**src/rtl/uart_pkg.sv**
```systemverilog
// Shared UART definitions used by the transmitter and the receiver:
// default bit timing, data width and the frame state encoding.
package uart_pkg;

  localparam int UART_CLKS_PER_BIT = 868;
  localparam int UART_DATA_W       = 8;

  typedef enum logic [1:0] {
    ST_IDLE  = 2'd0,
    ST_START = 2'd1,
    ST_DATA  = 2'd2,
    ST_STOP  = 2'd3
  } uart_state_e;

endpackage

```
**src/rtl/uart_baud_cnt.sv**
```systemverilog
// Bit-period counter: counts 0..CLKS_PER_BIT-1 while enabled and flags the
// last cycle of each bit period with a one-cycle tick.
module uart_baud_cnt #(
  parameter int CLKS_PER_BIT = uart_pkg::UART_CLKS_PER_BIT
) (
  input  logic clk,
  input  logic rst_n,
  input  logic i_en,
  input  logic i_clr,
  output logic o_tick
);

  localparam int                CNT_W = $clog2(CLKS_PER_BIT);
  localparam logic [CNT_W-1:0]  LAST  = CNT_W'(CLKS_PER_BIT - 1);

  logic [CNT_W-1:0] r_cnt;

  // NOTE: sequential state uses non-blocking assignments so every flop
  // samples the pre-edge values regardless of statement order.
  always_ff @(posedge clk or negedge rst_n) begin
    if (!rst_n) begin
      r_cnt <= '0;
    end else if (i_clr) begin
      r_cnt <= '0;
    end else if (i_en) begin
      r_cnt <= (r_cnt == LAST) ? '0 : r_cnt + 1'b1;
    end
  end

  assign o_tick = i_en && !i_clr && (r_cnt == LAST);

endmodule

```
**src/rtl/uart_tx.sv**
```systemverilog
// UART transmitter: accepts a byte over valid/ready and serializes it as
// start bit, 8 data bits LSB first, then STOP_BITS stop bits.
module uart_tx
  import uart_pkg::*;
#(
  parameter int CLKS_PER_BIT = UART_CLKS_PER_BIT,
  parameter int STOP_BITS    = 1
) (
  input  logic                   clk,
  input  logic                   rst,
  input  logic                   tx_valid,
  input  logic [UART_DATA_W-1:0] tx_data,
  output logic                   tx_ready,
  output logic                   uart_txd,
  output logic                   tx_busy,
  output logic                   tx_done
);

  localparam logic STOP_LAST = 1'(STOP_BITS - 1);

  uart_state_e            r_state;
  logic [UART_DATA_W-1:0] r_shift;
  logic [2:0]             r_bit_idx;
  logic                   r_stop_cnt;
  logic                   r_txd;
  logic                   r_busy;
  logic                   r_done;

  logic w_tick;
  logic w_baud_clr;
  logic w_baud_en;

  assign w_baud_clr = (r_state == ST_IDLE);
  assign w_baud_en  = !w_baud_clr;

  uart_baud_cnt #(
    .CLKS_PER_BIT(CLKS_PER_BIT)
  ) u_baud_cnt (
    .clk   (clk),
    .rst_n (rst),
    .i_en  (w_baud_en),
    .i_clr (w_baud_clr),
    .o_tick(w_tick)
  );

  always_ff @(posedge clk or negedge rst) begin
    if (!rst) begin
      r_state    <= ST_IDLE;
      r_shift    <= '0;
      r_bit_idx  <= '0;
      r_stop_cnt <= 1'b0;
      r_txd      <= 1'b1;
      r_busy     <= 1'b0;
      r_done     <= 1'b0;
    end else begin
      r_done <= 1'b0;
      case (r_state)
        ST_IDLE: begin
          if (tx_valid) begin
            r_shift    <= tx_data;
            r_bit_idx  <= '0;
            r_stop_cnt <= 1'b0;
            r_txd      <= 1'b0;
            r_busy     <= 1'b1;
            r_state    <= ST_START;
          end
        end
        ST_START: begin
          if (w_tick) begin
            r_txd   <= r_shift[0];
            r_shift <= r_shift >> 1;
            r_state <= ST_DATA;
          end
        end
        ST_DATA: begin
          if (w_tick) begin
            if (r_bit_idx == 3'd7) begin
              r_txd   <= 1'b1;
              r_state <= ST_STOP;
            end else begin
              r_txd     <= r_shift[0];
              r_shift   <= r_shift >> 1;
              r_bit_idx <= r_bit_idx + 3'd1;
            end
          end
        end
        ST_STOP: begin
          // The line already sits high; only the stop-period count remains.
          if (w_tick) begin
            if (r_stop_cnt == STOP_LAST) begin
              r_busy  <= 1'b0;
              r_done  <= 1'b1;
              r_state <= ST_IDLE;
            end else begin
              r_stop_cnt <= r_stop_cnt + 1'b1;
            end
          end
        end
        default: r_state <= ST_IDLE;
      endcase
    end
  end

  assign tx_ready = (r_state == ST_IDLE);
  assign uart_txd = r_txd;
  assign tx_busy  = r_busy;
  assign tx_done  = r_done;

endmodule

```
**config.mk**
```make
export PLATFORM = sky130hd
export DESIGN_NAME = uart_tx
export DESIGN_NICKNAME = d
export VERILOG_FILES = /design/src/rtl/uart_pkg.sv /design/src/rtl/uart_baud_cnt.sv /design/src/rtl/uart_tx.sv
export SDC_FILE = /design/constraint.sdc
export NUM_CORES = 1
export LEC_CHECK = 0
export CAP_MARGIN = 20
export CORE_UTILIZATION = 50
export DETAILED_ROUTE_END_ITERATION = 10
export PLACE_DENSITY = 0.75
export SETUP_SLACK_MARGIN = 0.15
export SYNTH_ARGS = -nofsm -noshare
export SYNTH_HDL_FRONTEND = slang
export SYNTH_SLANG_ARGS = --single-unit
```
**constraint.sdc**
```tcl
create_clock -name clk -period 2 [get_ports clk]
set_clock_uncertainty 0.15 [all_clocks]
set_input_delay 0.4 -clock clk [delete_from_list [all_inputs] [get_ports clk]]
set_output_delay 0.4 -clock clk [all_outputs]
set_load 0.1 [all_outputs]
```
Word level (Yosys, flattened, before mapping)
Cells that the tools add are included.

operators by class
  add/subtract/negate cells = 3
  mux-type cells = 33
  equality and inequality tests = 12
  reductions and logical operators = 12

operators with widths
  operator                                              number
  two-way mux 8 bit                                     4
  one-hot mux 8 bit (3 select lines)                    1
  two-way mux 10 bit                                    2
  two-way mux 1 bit                                     12
  two-way mux 2 bit                                     6
  AND reduction 4 bit                                   3
  adder 10 x 1 -> 10 bit (second input constant)        1
  equality test 10 bit (second input constant)          1
  two-way mux 3 bit                                     3
  != test 2 bit (second input constant)                 4
  one-hot mux 2 bit (4 select lines)                    1
  != test 2 x 1 -> 1 bit (second input constant)        3
  one-hot mux 3 bit (2 select lines)                    1
  AND reduction 6 bit                                   1
  AND reduction 5 bit                                   1
  equality test 2 bit (second input constant)           2
  one-hot mux 1 bit (2 select lines)                    2
  nonzero test 2 bit                                    2
  adder 3 x 1 -> 3 bit (second input constant)          1
  equality test 3 bit (second input constant)           1
  one-hot mux 1 bit (3 select lines)                    1
  AND reduction 3 bit                                   1
  nonzero test 3 bit                                    1
  equality test 2 x 1 -> 1 bit (second input constant)  1
  other kinds (4)                                       4

storage, ports and cells
  word-level logic and storage cells = 68
  bits in registers = 27

Logic depth before layout (Yosys ltp)
Gate-level depths: netlist of run 1.

  depth in word-level cells = 5
  gate-level depth with buffers = 7
  mapped depth without buffers = 6

Hierarchy
From an unflattened synthesis of run 1, not the netlist that was laid out.

second synthesis, totals
  cell total of the unflattened synthesis = 143
  area total of the unflattened synthesis = 1535.2 µm²

by module, submodules not included
  module         sequential area each (µm²)  area each (µm²)  times used  cells an instance
  uart_tx        401.6                       962.2            1           80
  uart_baud_cnt  250.2                       573.0            1           63

Least setup slack after synthesis of run 1
No wires, ideal clock.

  path type = register -> register
  from = reg r_state[0]
  to = reg r_shift[0]
  path buffers = 1
  required time = 1725 ps
  library setup time = 125 ps
  cell stages (with the launch flop) = 8
  data arrival time = 2312 ps
  path slack = -587 ps
  period minus slack after synthesis = 2587 ps
  path through = dfrtp_1 > inv_1 > ha_1 > buf_6 > nor2b_4 > or4_4 > nand2_4 > mux2_2

on the way
  cells in the longest elaborated chain, start to end = 5

ends and longest elaborated chain
  item                              line                                RTL
  start: declaration                uart_tx.sv:21                       uart_state_e r_state;
  start signal: assignment          uart_tx.sv:48                       r_state <= ST_IDLE;
  start signal: assignment          uart_tx.sv:65                       r_state <= ST_START;
  start signal: assignment          uart_tx.sv:72                       r_state <= ST_DATA;
  zero test 2 bit *                 -
  via tx_ready                      uart_tx.sv:13                       output logic tx_ready,
  zero test 1 bit                   uart_baud_cnt.sv:30, uart_tx.sv:34
  logical AND 1 bit                 uart_baud_cnt.sv:30                 assign o_tick = i_en && !i_clr && (r_cnt == LAST);
  != test 2 x 1 -> 1 bit (no line)  -
  AND reduction 5 bit (no line)     -
  end signal: assignment            uart_tx.sv:60                       r_shift <= tx_data;
  end signal: assignment            uart_tx.sv:71                       r_shift <= r_shift >> 1;
  end signal: assignment            uart_tx.sv:82                       r_shift <= r_shift >> 1;
  end: declaration                  uart_tx.sv:22                       logic [UART_DATA_W-1:0] r_shift;

The timed path passes the listed nets; every way through them passes the cells marked *.
A chain may end at the register's enable or synchronous reset.

Worst setup path in the final report of run 1
  from = reg r_state[0]
  to = reg r_shift[2]

on the way
  cells in the longest elaborated chain, start to end = 5

ends and longest elaborated chain
  item                              line
  zero test 2 bit                   uart_tx.sv:33, uart_tx.sv:57
  zero test 1 bit                   uart_baud_cnt.sv:30, uart_tx.sv:34
  logical AND 1 bit                 uart_baud_cnt.sv:30
  != test 2 x 1 -> 1 bit (no line)  -
  AND reduction 5 bit (no line)     -

Several ways; a longest one is shown, not always the timed one.

==> flow_summary_export.csv, run 1 <==
group,metric,value,unit
synth,synth_cells,127,
power,seqPwrFrac,62.5,%
global_routing,grt_max_degree,27,
place,hpwl,2.05,mm
global_routing,antenna_found_initial,0,
route,wl_per_cell,15.4,µm
sta,setup_violations,8,
sta,min_period,2.05,ns
clock_tree,cts_tree,"built",
sta,hold_slack,0.284,ns
finish,fin_nets,183,
synth,yosysSeqAreaShare,45.9,%
global_routing,grt_pass1_wl,4.86,mm
setup_path,cp_slowest_cell,"or4_4",
synth,yosys_warnings,0,
clock_tree,numCtsBuffers,3,
setup_path,cp-endpoint,"r_shift[2]$_DFFE_PN0P_",
setup_path,critPathCaptureType,"register",
die,initial_core_util,55.3,%
finish,final_util,75.3,%
die,top_level_ports,15,
route,drc,0,
synth,syn-num-nets,146,
finish,area_growth,36.3,%
synth,yosysMostFrequentCell,"dfrtp_1",
synth,post-synth-top-area-cell,"dfrtp_1",
synth,syn_avg_cell_area,11.2,µm²
clock_tree,htree_levels,1,
synth,yosysTopAreaCellShare,44.1,%
clock_tree,clock_path_buffers,2,
power,clkPwrFrac,31.1,%
sta,final_max_slew_viol_count,0,
die,die_x,55.3,µm
place,place.gp.congestion,0.848,
sta,fin_crit_sh,102,%
setup_path,worstPathRequired,2.07,ns
finish,diodes,0,
finish,final.fill_count,167,
sta,worst_pin_slew,0.337,ns
setup_path,crit_start,"r_state[0]$_DFFE_PN0P_",
route,via_per_inst,5.75,
route,drt_wl_total,2.98,mm
route,via_count,1109,
min_path,hold_path_class,"primary input to async pin",
status,outcome,"finished with violations",
sta,relSlewSlack,77.4,%
synth,synth_common_cells,"dfrtp_1, mux2_2, nor2_1",
synth,syn-cell-area,1420,µm²
synth,synth_top_flop_cell,"dfrtp_1",
synth,ys_async_sr_fraction,100,%
place,port_buffers,14,
power,ir_worst_vdd,0.497,mV
power,switching_share,21.0,%
status,violations,"setup timing",
setup_path,regToRegSetupSlack,-0.05,ns
clock_tree,insertion_delay,0.32,ns
die,dieArea,3050,µm²
synth,ys_ff_latch,26,
route,first_iter_violations,31,
setup_path,crit_type,"register to register",
sta,layout_setup_ws,-0.0464,ns
global_routing,grt_usage,19.7,%
sta,finalHoldViolations,0,
clock_tree,hold_buffers,0,
synth,ys_types,38,
global_routing,overflow,0,
clock_tree,cts_sinks,26,
setup_path,crit_chain,"inv_2 -> ha_4 -> nor2b_4 -> or4_4 -> nand2_8 -> mux2_4",
sta,rsz0062_at_grt,"true",
clock_tree,root_buffer,"clkbuf_4",
route,antenna_left,0,
die,dieHeight,55.3,µm
setup_path,worstPathArrival,2.12,ns
finish,drive_above_1_share,41.1,%
die,fp-row-count,18,
power,p_per_area,446,nW/µm²
setup_path,r2r_start,"r_state[0]$_DFFE_PN0P_",
die,core_area,2570,µm²
setup_path,crit_path_start_kind,"register",
setup_path,timing.rr.end,"r_shift[2]$_DFFE_PN0P_",
flow_run,max_cap_violations,0,
finish,seqCellArea,653,µm²
setup_path,rr_worst_depth,6,
clock_tree,clkSlewWorstSetupHoldPaths,0.14,ns
sta,fin_setup_tns,-0.266,ns
power,p_comb_share,6.4,%
power,switching_power,181,µW
setup_path,crit_path_max_incr_delay,0.50,ns
sta,fmax,0.489,GHz
synth,synth_edf_count,0,
power,p_int,681,µW
synth,synth.area.top_cells,"dfrtp_1, mux2_2, ha_1",
route,first_pass_iters,4,
finish,multi_input_area,831,µm²
global_routing,grt_pass1_vias,1073,
setup_path,cp_max_fo,8,
power,leakagePower,0.000879,µW
sequential cells by signal (all words and copies together) (netlist names):
signal and flops:
tx_done 1, tx_busy 1, r_shift 8, r_state 2, r_bit_idx 3, u_baud_cnt.r_cnt 10
uart_txd 1
cell usage in the layout (no fill, tap or decap), types with 2 or more instances in the layout:
cell / n
o21ai_0: 6
nor2_1: 13
dfrtp_1: 24
nand3_1: 6
buf_4: 18
buf_12: 5
ha_2: 3
clkbuf_4: 3
nor2b_4: 2
xnor2_1: 5
nand2_1: 9
xor2_1: 2
nand4_1: 2
clkdlybuf4s50_1: 10
mux2_4: 9
ha_4: 2
mux2_2: 7
ha_1: 3
a21oi_1: 2
inv_2: 2
buf_6: 2
inv_1: 3
timing repair:
| action | 4_1_cts | 5_1_grt |
|---|---|---|
| buffers inserted | 2 | 8 |
| hold endpoints to repair | 0 | 0 |
| pin swaps | 1 | 4 |
| endpoints found under the setup margin | 13 | 15 |
| resized for setup | 4 | 21 |
worst min-delay path by stage:
stage | slack [ns] | to | start | cells after the start
floorplan | -0.05 | r_bit_idx[0]$_DFFE_PN0P_ | rst | 0
global placement | 0.32 | u_baud_cnt.r_cnt[0]$_DFF_PN0_ | u_baud_cnt.r_cnt[0]$_DFF_PN0_ | 1
detailed placement | 0.34 | u_baud_cnt.r_cnt[0]$_DFF_PN0_ | u_baud_cnt.r_cnt[0]$_DFF_PN0_ | 1
CTS | 0.30 | r_state[0]$_DFFE_PN0P_ | rst | 2
global route | 0.31 | u_baud_cnt.r_cnt[1]$_DFF_PN0_ | rst | 2
finish | 0.28 | r_bit_idx[1]$_DFFE_PN0P_ | rst | 2
power groups by stage:
stage | registers, µW | logic [µW] | clock network (µW)
after floorplan | 547 | 14.9 | 0
after global placement | 548 | 49.1 | 0
after detailed placement | 549 | 51.7 | 0
after CTS | 539 | 52.7 | 270
after global routing | 541 | 60.7 | 291
final | 539 | 55.4 | 268
cell type report:
class                   instances  share of cell area [%]
clock buffers                   4                    1.88
well taps                      30                    1.94
inverters                       5                   0.970
repair buffers                 35                    18.5
flip-flops and latches         26                    33.8
multi-input cells              93                    42.9
critical path: cells and delay by family (launching register included):
family	cells	cell delay (ns)
and+or+nand+nor	3	0.77
adders and majority gates	1	0.18
muxes	1	0.32
buffers and inverters	1	0.09
DFF	1	0.44
per-layer routing:
layer / part of all wire, % / track usage [%]
met1: 46 / 26.7
met2: 51 / 33.2
met3: 3.0 / 2.81
met4: 0.47 / 5.36
met5: 0 / 0
cells by family after synthesis:
kind of cell               Yosys count  share of synthesized area, %
and+or+nand+nor                     45                          19.2
DFF                                 26                          45.9
muxes                               17                          13.4
AOI/OAI and AO/OA                   16                          7.41
buffers and inverters                8                          2.65
adders and majority gates            8                          7.05
xor gates and xnor gates             7                          4.32
stage by stage:
stage | total power [µW] | cell area (µm²) | worst slack (ns) | instances
floorplan | 562 | 1440 | -0.176 | 127
global placement | 597 | 1730 | -0.204 | 179
detailed placement | 601 | 1730 | -0.232 | 179
CTS | 862 | 1800 | -0.0331 | 185
global route | 893 | 1930 | -0.0940 | 193
finish | 862 | 1930 | -0.0464 | 193
Power figures use the tool's default switching activity.
==> inputs of run 2 (changes only) <==
Settings changed: CTS_CLUSTER_DIAMETER set to 40.
==> results of run 2 <==
The final DEF is identical to that of run 1; final timing and power are the same.
